===== config.mk =====
export PLATFORM = sky130hd
export DESIGN_NAME = elevator_ctrl_nfloor
export DESIGN_NICKNAME = d
export VERILOG_FILES = /design/src/rtl/elevator_ctrl_nfloor.sv
export SDC_FILE = /design/constraint.sdc
export NUM_CORES = 1
export LEC_CHECK = 0
export ABC_AREA = 1
export BUFFER_PORTS_ARGS = -buffer_cell sky130_fd_sc_hd__buf_2
export CAP_MARGIN = 20
export CORE_MARGIN = 3
export CORE_UTILIZATION = 61
export DETAILED_ROUTE_END_ITERATION = 8
export PLACE_DENSITY_LB_ADDON = 0.12
export SLEW_MARGIN = 20
export SYNTH_ARGS = -nofsm -noshare
export SYNTH_HDL_FRONTEND = slang
export SYNTH_SLANG_ARGS = --single-unit

===== constraint.sdc =====
create_clock -name clk_50mhz -period 2.15 [get_ports clk_50mhz]
set_input_delay 0.1075 -clock clk_50mhz [delete_from_list [all_inputs] [get_ports clk_50mhz]]
set_output_delay 0.1075 -clock clk_50mhz [all_outputs]
set_load 0.005 [all_outputs]

===== src/rtl/elevator_ctrl_nfloor.sv =====
// N-floor collective-control elevator controller: latches hall/car calls, scans in the current direction while calls remain ahead.
// Latency: calls appear on pending one cycle after the input edge; IDLE decisions act one cycle after pending updates.
// Flow control: start_stop=0 freezes state, floor and timers while call latching continues; no other stall sources.
module elevator_ctrl_nfloor #(
    parameter int FLOORS        = 4,
    parameter int FLOOR_W       = 2,
    parameter int TRAVEL_CYCLES = 200000000,
    parameter int DOOR_CYCLES   = 100000000,
    parameter int CNT_W         = 28
) (
    input  logic               clk_50mhz,
    input  logic               rst,
    input  logic               start_stop,
    input  logic [FLOORS-1:0]  hall_up,
    input  logic [FLOORS-1:0]  hall_down,
    input  logic [FLOORS-1:0]  car_call,
    output logic [FLOOR_W-1:0] floor,
    output logic [1:0]         state,
    output logic [FLOORS-1:0]  pending,
    output logic               door_open
);

    typedef enum logic [1:0] {
        ST_IDLE = 2'd0,
        ST_UP   = 2'd1,
        ST_DOWN = 2'd2,
        ST_DOOR = 2'd3
    } state_t;

    // Top floor has no up button, ground floor has no down button.
    localparam logic [FLOORS-1:0] UP_MASK     = {1'b0, {(FLOORS-1){1'b1}}};
    localparam logic [FLOORS-1:0] DN_MASK     = {{(FLOORS-1){1'b1}}, 1'b0};
    localparam logic [CNT_W-1:0]  TRAVEL_LAST = CNT_W'(TRAVEL_CYCLES - 1);
    localparam logic [CNT_W-1:0]  DOOR_LAST   = CNT_W'(DOOR_CYCLES - 1);

    state_t             state_q, state_d;
    logic [FLOOR_W-1:0] floor_q, floor_d;
    logic [CNT_W-1:0]   timer_q, timer_d;
    logic               last_up_q, last_up_d;
    logic [FLOORS-1:0]  up_q, up_d;
    logic [FLOORS-1:0]  dn_q, dn_d;
    logic [FLOORS-1:0]  car_q, car_d;
    logic [FLOORS-1:0]  pending_q, pending_d;
    logic               door_q, door_d;

    logic [FLOORS-1:0]  up_in, dn_in;
    logic [FLOORS-1:0]  clr_mask;
    logic [FLOOR_W-1:0] nxt_floor;
    logic               here, above, below, here_call;

    function automatic logic any_above(input logic [FLOORS-1:0] p, input logic [FLOOR_W-1:0] f);
        any_above = 1'b0;
        for (int i = 0; i < FLOORS; i++) begin
            if (p[i] && (i > int'(f))) any_above = 1'b1;
        end
    endfunction

    function automatic logic any_below(input logic [FLOORS-1:0] p, input logic [FLOOR_W-1:0] f);
        any_below = 1'b0;
        for (int i = 0; i < FLOORS; i++) begin
            if (p[i] && (i < int'(f))) any_below = 1'b1;
        end
    endfunction

    function automatic logic [FLOORS-1:0] floor_bit(input logic [FLOOR_W-1:0] f);
        floor_bit    = '0;
        floor_bit[f] = 1'b1;
    endfunction

    // Next-state: scan decisions, timers and call latch set/clear.
    always_comb begin
        state_d   = state_q;
        floor_d   = floor_q;
        timer_d   = timer_q;
        last_up_d = last_up_q;
        clr_mask  = '0;
        nxt_floor = floor_q;

        up_in     = hall_up & UP_MASK;
        dn_in     = hall_down & DN_MASK;
        here      = pending_q[floor_q];
        above     = any_above(pending_q, floor_q);
        below     = any_below(pending_q, floor_q);
        here_call = up_in[floor_q] | dn_in[floor_q] | car_call[floor_q];

        if (start_stop) begin
            case (state_q)
                ST_IDLE: begin
                    if (here) begin
                        state_d  = ST_DOOR;
                        timer_d  = '0;
                        clr_mask = floor_bit(floor_q);
                    end else if (above && (last_up_q || !below)) begin
                        state_d   = ST_UP;
                        timer_d   = '0;
                        last_up_d = 1'b1;
                    end else if (below) begin
                        state_d   = ST_DOWN;
                        timer_d   = '0;
                        last_up_d = 1'b0;
                    end
                end
                ST_UP: begin
                    if (timer_q == TRAVEL_LAST) begin
                        nxt_floor = floor_q + FLOOR_W'(1);
                        floor_d   = nxt_floor;
                        timer_d   = '0;
                        if (pending_q[nxt_floor]) begin
                            state_d  = ST_DOOR;
                            clr_mask = floor_bit(nxt_floor);
                        end else if (!any_above(pending_q, nxt_floor)) begin
                            state_d = ST_IDLE;
                        end
                    end else begin
                        timer_d = timer_q + CNT_W'(1);
                    end
                end
                ST_DOWN: begin
                    if (timer_q == TRAVEL_LAST) begin
                        nxt_floor = floor_q - FLOOR_W'(1);
                        floor_d   = nxt_floor;
                        timer_d   = '0;
                        if (pending_q[nxt_floor]) begin
                            state_d  = ST_DOOR;
                            clr_mask = floor_bit(nxt_floor);
                        end else if (!any_below(pending_q, nxt_floor)) begin
                            state_d = ST_IDLE;
                        end
                    end else begin
                        timer_d = timer_q + CNT_W'(1);
                    end
                end
                ST_DOOR: begin
                    // A call for the open floor is absorbed and holds the door
                    // open; it wins over a coincident close. While frozen the
                    // timer cannot restart, so such calls latch normally instead.
                    if (here_call) begin
                        timer_d  = '0;
                        clr_mask = floor_bit(floor_q);
                    end else if (timer_q == DOOR_LAST) begin
                        state_d = ST_IDLE;
                        timer_d = '0;
                    end else begin
                        timer_d = timer_q + CNT_W'(1);
                    end
                end
            endcase
        end

        // Clear has priority over a same-cycle set for the served floor.
        up_d      = (up_q  | up_in)    & ~clr_mask;
        dn_d      = (dn_q  | dn_in)    & ~clr_mask;
        car_d     = (car_q | car_call) & ~clr_mask;
        pending_d = up_d | dn_d | car_d;
        door_d    = (state_d == ST_DOOR);
    end

    // State, timer, call latches and registered indicator outputs.
    always_ff @(posedge clk_50mhz or negedge rst) begin
        if (!rst) begin
            state_q   <= ST_IDLE;
            floor_q   <= '0;
            timer_q   <= '0;
            last_up_q <= 1'b1;
            up_q      <= '0;
            dn_q      <= '0;
            car_q     <= '0;
            pending_q <= '0;
            door_q    <= 1'b0;
        end else begin
            state_q   <= state_d;
            floor_q   <= floor_d;
            timer_q   <= timer_d;
            last_up_q <= last_up_d;
            up_q      <= up_d;
            dn_q      <= dn_d;
            car_q     <= car_d;
            pending_q <= pending_d;
            door_q    <= door_d;
        end
    end

    assign floor     = floor_q;
    assign state     = state_q;
    assign pending   = pending_q;
    assign door_open = door_q;

endmodule


Word level (Yosys, flattened, before mapping)
Index checks and enable logic that the tools add are counted.
{ "op_classes": {"addsub": 3, "magnitude_cmp": 18, "eq_ne": 9, "muxes": 71, "n_bitwise": 12, "reduce_logical": 25} }
{ "op_table": {"columns": ["operator", "n"], "rows": [
  ["two-way mux 28 bit", 6],
  ["case mux 28 bit (3 select lines)", 1],
  ["two-way mux 1 bit", 31],
  ["adder 28 x 1 -> 28 bit (second input constant)", 1],
  ["equality test 28 x 27 -> 1 bit (second input constant)", 1],
  ["equality test 28 bit (second input constant)", 1],
  ["two-way mux 2 bit", 14],
  ["two-way mux 4 bit", 7],
  ["logical AND 1 bit", 16],
  ["bitwise OR 4 bit", 4],
  ["case mux 4 bit (4 select lines)", 1],
  ["bitwise AND 4 bit", 3],
  ["binary-select mux 1 bit (select 2 bit)", 6],
  ["< comparator 2 x 3 -> 1 bit (second input constant)", 3],
  ["greater-than comparator 2 bit (first input constant)", 4],
  ["< comparator 1 x 2 -> 1 bit (first input constant)", 4],
  ["case mux 2 bit (4 select lines)", 1],
  ["AND reduction 4 bit", 2],
  ["demux 1 bit (select 2 bit)", 3],
  ["equality test 2 bit (second input constant)", 3],
  [">= comparator 2 x 1 -> 1 bit (second input constant)", 3],
  ["greater-than comparator 1 x 2 -> 1 bit (first input constant)", 2],
  ["< comparator 2 bit (first input constant)", 2],
  ["inequality test 2 bit (second input constant)", 2],
  ["15 further kinds", 17]
]} }
{ "word_totals": {"register_bits": 50, "inputBits": 15, "wordCells": 147} }

Longest topological paths before layout
{ "logic_depth": {"ltp_word": 16, "ltp_mapped": 16, "ltp_nobuf": 16} }

Worst setup path after synthesis
OpenSTA, ideal clock, no wires.
{ "synth_timing": {"path_kind": "reg-to-reg", "start": "reg floor_q[0] (netlist: floor[0])", "end": "reg timer_q[11]", "setup_ns": 0.118, "arrival_ns": 1.863, "setup_slack_ns": 0.169, "path_stages_with_launch": 15, "path_buffers": 2, "synth_period_minus_slack_ns": 1.981, "cell_sequence": "dfrtp_1 -> buf_2 -> inv_2 -> ha_1 -> inv_1 -> nand3_1 -> nand3_1 -> nor2_2 -> nand3_2 -> nand2_4 -> inv_2 -> buf_6 -> nand2_1 -> xor2_1 -> nor2_1"} }
{ "synth_between": {"elab_chain_cells": 11, "elab_cells_between_ends": 37} }
{ "synth_rtl": {"columns": ["item", "line", "rtl"], "rows": [
  ["start: declaration", "37", "logic [FLOOR_W-1:0] floor_q, floor_d;"],
  ["start signal: assignment", "172", "floor_q <= floor_d;"],
  ["< comparator 1 x 2 -> 1 bit", "61", "if (p[i] && (i < int'(f))) any_below = 1'b1;"],
  ["logical AND 1 bit", "61", null],
  ["two-way mux 1 bit (3 in a row)", "61", null],
  ["zero test 1 bit", "93", "end else if (above && (last_up_q || !below)) begin"],
  ["logical OR 1 bit", "93", null],
  ["logical AND 1 bit", "93", null],
  ["two-way mux 28 bit", "93", null],
  ["two-way mux 28 bit", "89", "if (here) begin"],
  ["case mux 28 bit (3 select lines)", "87", "case (state_q)"],
  ["end signal: assignment", "173", "timer_q <= timer_d;"],
  ["end: declaration", "38", "logic [CNT_W-1:0] timer_q, timer_d;"]
]} }
Several ways; a longest one is shown, not always the timed one. The select of a mux whose other input is x is not followed.
A chain may end at the register's enable or synchronous reset.

Final worst setup path
{ "layout_timing": {"start": "reg floor_q[0] (netlist: floor[0])", "end": "reg timer_q[19]"} }
The elaborated chain is that of the path after synthesis.

==> Implementation_results.wiki <==
{| class="wikitable"
! Metric !! Value
|-
| Remaining global-route overflow || 0
|-
| Number of hold-slack violations in the final timing report || 0
|-
| Global-route total usage across every layer || between 20 and 30%
|-
| Area of the placeable core || approximately 5300 um2
|-
| IO Port Bufs || 21
|-
| Leakage dissipation || roughly 0.0018 uW
|-
| Commonest cells in the synthesized netlist || sky130_fd_sc_hd__nand2_1, sky130_fd_sc_hd__nor2_1, sky130_fd_sc_hd__inv_1
|-
| Post-detailed-route DRC marker count || 0
|-
| Reg area || 1250 um2
|-
| Main combinational cell family by area after synthesis || simple AND/OR/NAND/NOR gates
|-
| Chip Width || ~82 um
|-
| Sink of the worst hold path || dn_q[2]$_DFF_PN0_
|-
| Min-Delay Path Class || in -> reg
|-
| Routed via count || 3302
|-
| Initial core utilization || roughly 66%
|-
| Run status || finished, final reports clean
|-
| Synthesized area divided by synthesized cell count || ~7.2 um2
|-
| Crit share post-route || 94.1%
|-
| Seq/Total Area, Yosys || a little over a third
|-
| Sink Count || 50
|-
| Post-synthesis xor/xnor area fraction || under 10%
|-
| Count of filler cells inserted in the layout || about 430
|-
| Register bit count reported by yosys || 50
|-
| Number of antenna violations at the first check in global routing || 0
|-
| Area grow syn2layout || 12.9%
|-
| Count of nets after finishing || 550
|-
| Layout cell share with drive strength beyond 1 || 21.2%
|-
| Area leader, netlist || sky130_fd_sc_hd__dfrtp_1
|-
| Diodes inserted || 0
|-
| Number of distinct library cells after synthesis || 39
|-
| Vias in the first global route || between 3k and 4k
|-
| Hold-critical path depth || 3
|-
| Synth warnings || 0
|-
| Wire length reported by the detailed router || 8620 um
|-
| Via/cell ratio || around 5.6
|-
| Residual antenna-violating net count after detailed routing || 0
|-
| Final worst clock skew || 0.0168 ns
|-
| Endpoint required time on the critical path || around 2.4 ns
|-
| # Max-Cap Violations || 0
|-
| Kind of critical path || reg -> reg
|-
| Post-Route Setup TNS || 0 ns
|-
| Minimum period implied by the final worst setup slack || ~2 ns
|-
| Arrival time at the worst endpoint || between 2 and 2.5 ns
|-
| Register-to-register setup slack || around 0.13 ns
|-
| # IOs || 24
|-
| Startpoint of the most critical register-to-register path || floor[0]$_DFFE_PN0P_
|-
| Die height || a little over 80 um
|-
| Syn Nets || between 500 and 600
|-
| Synth Area in Simple Gates || approximately 39%
|-
| Critical path fanouts, max || 8
|-
| Max-Slew Margin vs Limit || between 50% and 60%
|-
| Share of synthesized cell area in full adder, half adder and majority cells || approximately 4.3%
|-
| Instance count of the mapped netlist || between 400 and 500
|-
| Dominant cells by area after synthesis || sky130_fd_sc_hd__dfrtp_1, sky130_fd_sc_hd__nand2_1, sky130_fd_sc_hd__nor2_1
|-
| Average detailed-routed wire length per instance || ~15 um
|-
| Detailed placer's ending HPWL || between 6000 and 7000 um
|-
| Wire length of the first global-routing pass || between 10000 and 15000 um
|-
| Pins Over Slew Limit || 0
|-
| Number of cell instances on the worst register-to-register path || 13
|-
| Post-synth ARST share || 100%
|-
| Clock buffers created by TritonCTS || 5
|-
| Measured slew at the worst slew-check pin || between 0.6 and 0.7 ns
|-
| Standard-cell row count || 26
|-
| Largest net degree at the start of global routing || 51
|-
| Number of optimization iterations in the first detailed-route pass || 5
|-
| Top-count cell post-synth || sky130_fd_sc_hd__nand2_1
|-
| Terminus of the critical flop-to-flop path || timer_q[19]$_DFFE_PN0P_
|-
| Clock transition time at the flip-flop clock pins of the worst setup and hold paths || ~0.11 ns
|-
| Starting DRC count in detailed routing || 365
|-
| Area of combinational cells with multiple inputs || roughly 2000 um2
|-
| Mux share of post-synthesis cell area || 0.286%
|-
| Buffer type at the clock tree root || sky130_fd_sc_hd__clkbuf_8
|-
| Maximum resistive drop on vdd || around 0.00065 V
|-
| Number of synthesized flops with an enable pin || 0
|-
| H-tree depth reported by CTS || 2
|-
| Area of the mapped netlist || ~3500 um2
|-
| Highest Clock Rate || 494 MHz
|-
| Endpoint class of the critical path || flip-flop
|-
| Startpoint of the tightest hold check path || hall_down[2]
|-
| Clock tree from TritonCTS || built
|-
| Die area || 6680 um2
|-
| Synth top area share || a little over a third
|-
| Clock insertion delay at the later pin of the skew report || between 0.3 and 0.4 ns
|-
| Unrepaired setup endpoints after global routing || true
|-
| Worst setup SP type || flip-flop
|-
| Largest buffer count on any clock path || 2
|-
| Overall power of the completed layout || ~3000 uW
|-
| Power Density || approximately 760 nW/um2
|-
| Compound-cell area share of the yosys netlist || around 7.5%
|-
| Setup violations, final || 0
|-
| Last weighted congestion value of the routability-driven placer || between 0.9 and 1
|-
| Predominant post-synthesis flop cell || sky130_fd_sc_hd__dfrtp_1
|}
-- worst max path at each step --
| stage | from | endpoint | slack [ns] | cells past startpoint |
|---|---|---|---|---|
| final | floor[0]$_DFFE_PN0P_ | timer_q[19]$_DFFE_PN0P_ | 0.13 | 13 |
| after global routing | floor[0]$_DFFE_PN0P_ | door_open$_DFF_PN0_ | -0.02 | 15 |
| after global placement | floor[0]$_DFFE_PN0P_ | timer_q[21]$_DFFE_PN0P_ | 0.13 | 15 |
| after CTS | floor[1]$_DFFE_PN0P_ | timer_q[6]$_DFFE_PN0P_ | 0.06 | 13 |
| after floorplan | floor[0]$_DFFE_PN0P_ | timer_q[11]$_DFFE_PN0P_ | 0.17 | 14 |
| after detailed placement | floor[1]$_DFFE_PN0P_ | timer_q[6]$_DFFE_PN0P_ | 0.07 | 13 |
-- report_power, final --
part / internal [uW] / total [uW] / switching (uW) / leakage [uW]
logic: 387 / 1090 / 707 / 0.00115
clock network: 355 / 713 / 358 / 0.0000563
registers: 1090 / 1200 / 109 / 0.000621
-- metrics by stage --
step,hold WS [ns],setup slack [ns],cell area [um2],std cells,util (%)
floorplan,-0.188,0.169,3500,488,-
CTS,0.0258,0.0573,3810,584,71.5
global route,0.0166,-0.0190,3950,594,74.1
global placement,0.247,0.132,3690,575,69.1
detailed placement,0.247,0.0719,3690,575,69.1
finish,0.0218,0.126,3950,594,74.1
-- metal layers --
metal  wire length (um)  vias up  track usage, %
met1               3990     1545            40.7
met2               3940      126            42.7
met4                115        0            6.48
li1                   -     1619               -
met3                581       12            4.93
met5                  0        -               0
-- state kept, by name (all words and copies together) (netlist names) --
name	cells
timer_q	28
car_q	4
dn_q	4
pending	4
up_q	4
floor	2
state	2
door_open	1
last_up_q	1
-- area by class of cell --
| cell class | count | share of cell area [%] |
|---|---|---|
| multi-input cells | 367 | 49.5 |
| flip-flops and latches | 50 | 31.7 |
| repair buffers | 40 | 7.91 |
| inverters | 59 | 5.70 |
| well taps | 70 | 2.22 |
| clock buffers | 5 | 1.74 |
| clock inverters | 3 | 1.23 |
-- cells in the final DEF, fill, tap and decap left out, types with 11 or more instances in the layout --
master,n
sky130_fd_sc_hd__dfrtp_1,47
sky130_fd_sc_hd__inv_1,51
sky130_fd_sc_hd__nand2_1,118
sky130_fd_sc_hd__nand3_1,31
sky130_fd_sc_hd__nor2_2,22
sky130_fd_sc_hd__nor2_1,70
sky130_fd_sc_hd__buf_4,12
sky130_fd_sc_hd__nand4_1,15
sky130_fd_sc_hd__o21ai_0,13
sky130_fd_sc_hd__ha_1,11
sky130_fd_sc_hd__buf_2,21
-- cell families after synthesis --
group           count (synthesis)
buf+inv                        71
fa+ha+maj                      12
simple gates                  294
xor+xnor                       17
compound gates                 43
mux                             1
flops                          50
-- critical path, stage by stage, from the launching register on --
cell and delay [ns]:
sky130_fd_sc_hd__dfrtp_2 0.47, sky130_fd_sc_hd__inv_2 0.14, sky130_fd_sc_hd__ha_1 0.18, sky130_fd_sc_hd__nor2_1 0.06, sky130_fd_sc_hd__nor2_2 0.11, sky130_fd_sc_hd__nand2_2 0.07, sky130_fd_sc_hd__nor2_2 0.13, sky130_fd_sc_hd__nand3_2 0.09
sky130_fd_sc_hd__nand2_4 0.14, sky130_fd_sc_hd__buf_12 0.12, sky130_fd_sc_hd__clkbuf_16 0.13, sky130_fd_sc_hd__nor2_1 0.05, sky130_fd_sc_hd__xor2_1 0.19, sky130_fd_sc_hd__nor2_2 0.04
-- what timing repair did --
item                                    4_1_cts  5_1_grt
hold endpoints to repair                     49        0
resized for setup                             0       13
endpoints found under the setup margin        0       32
hold buffers                                  1        0
buffers inserted                              0        8
Power figures use the tool's default switching activity.
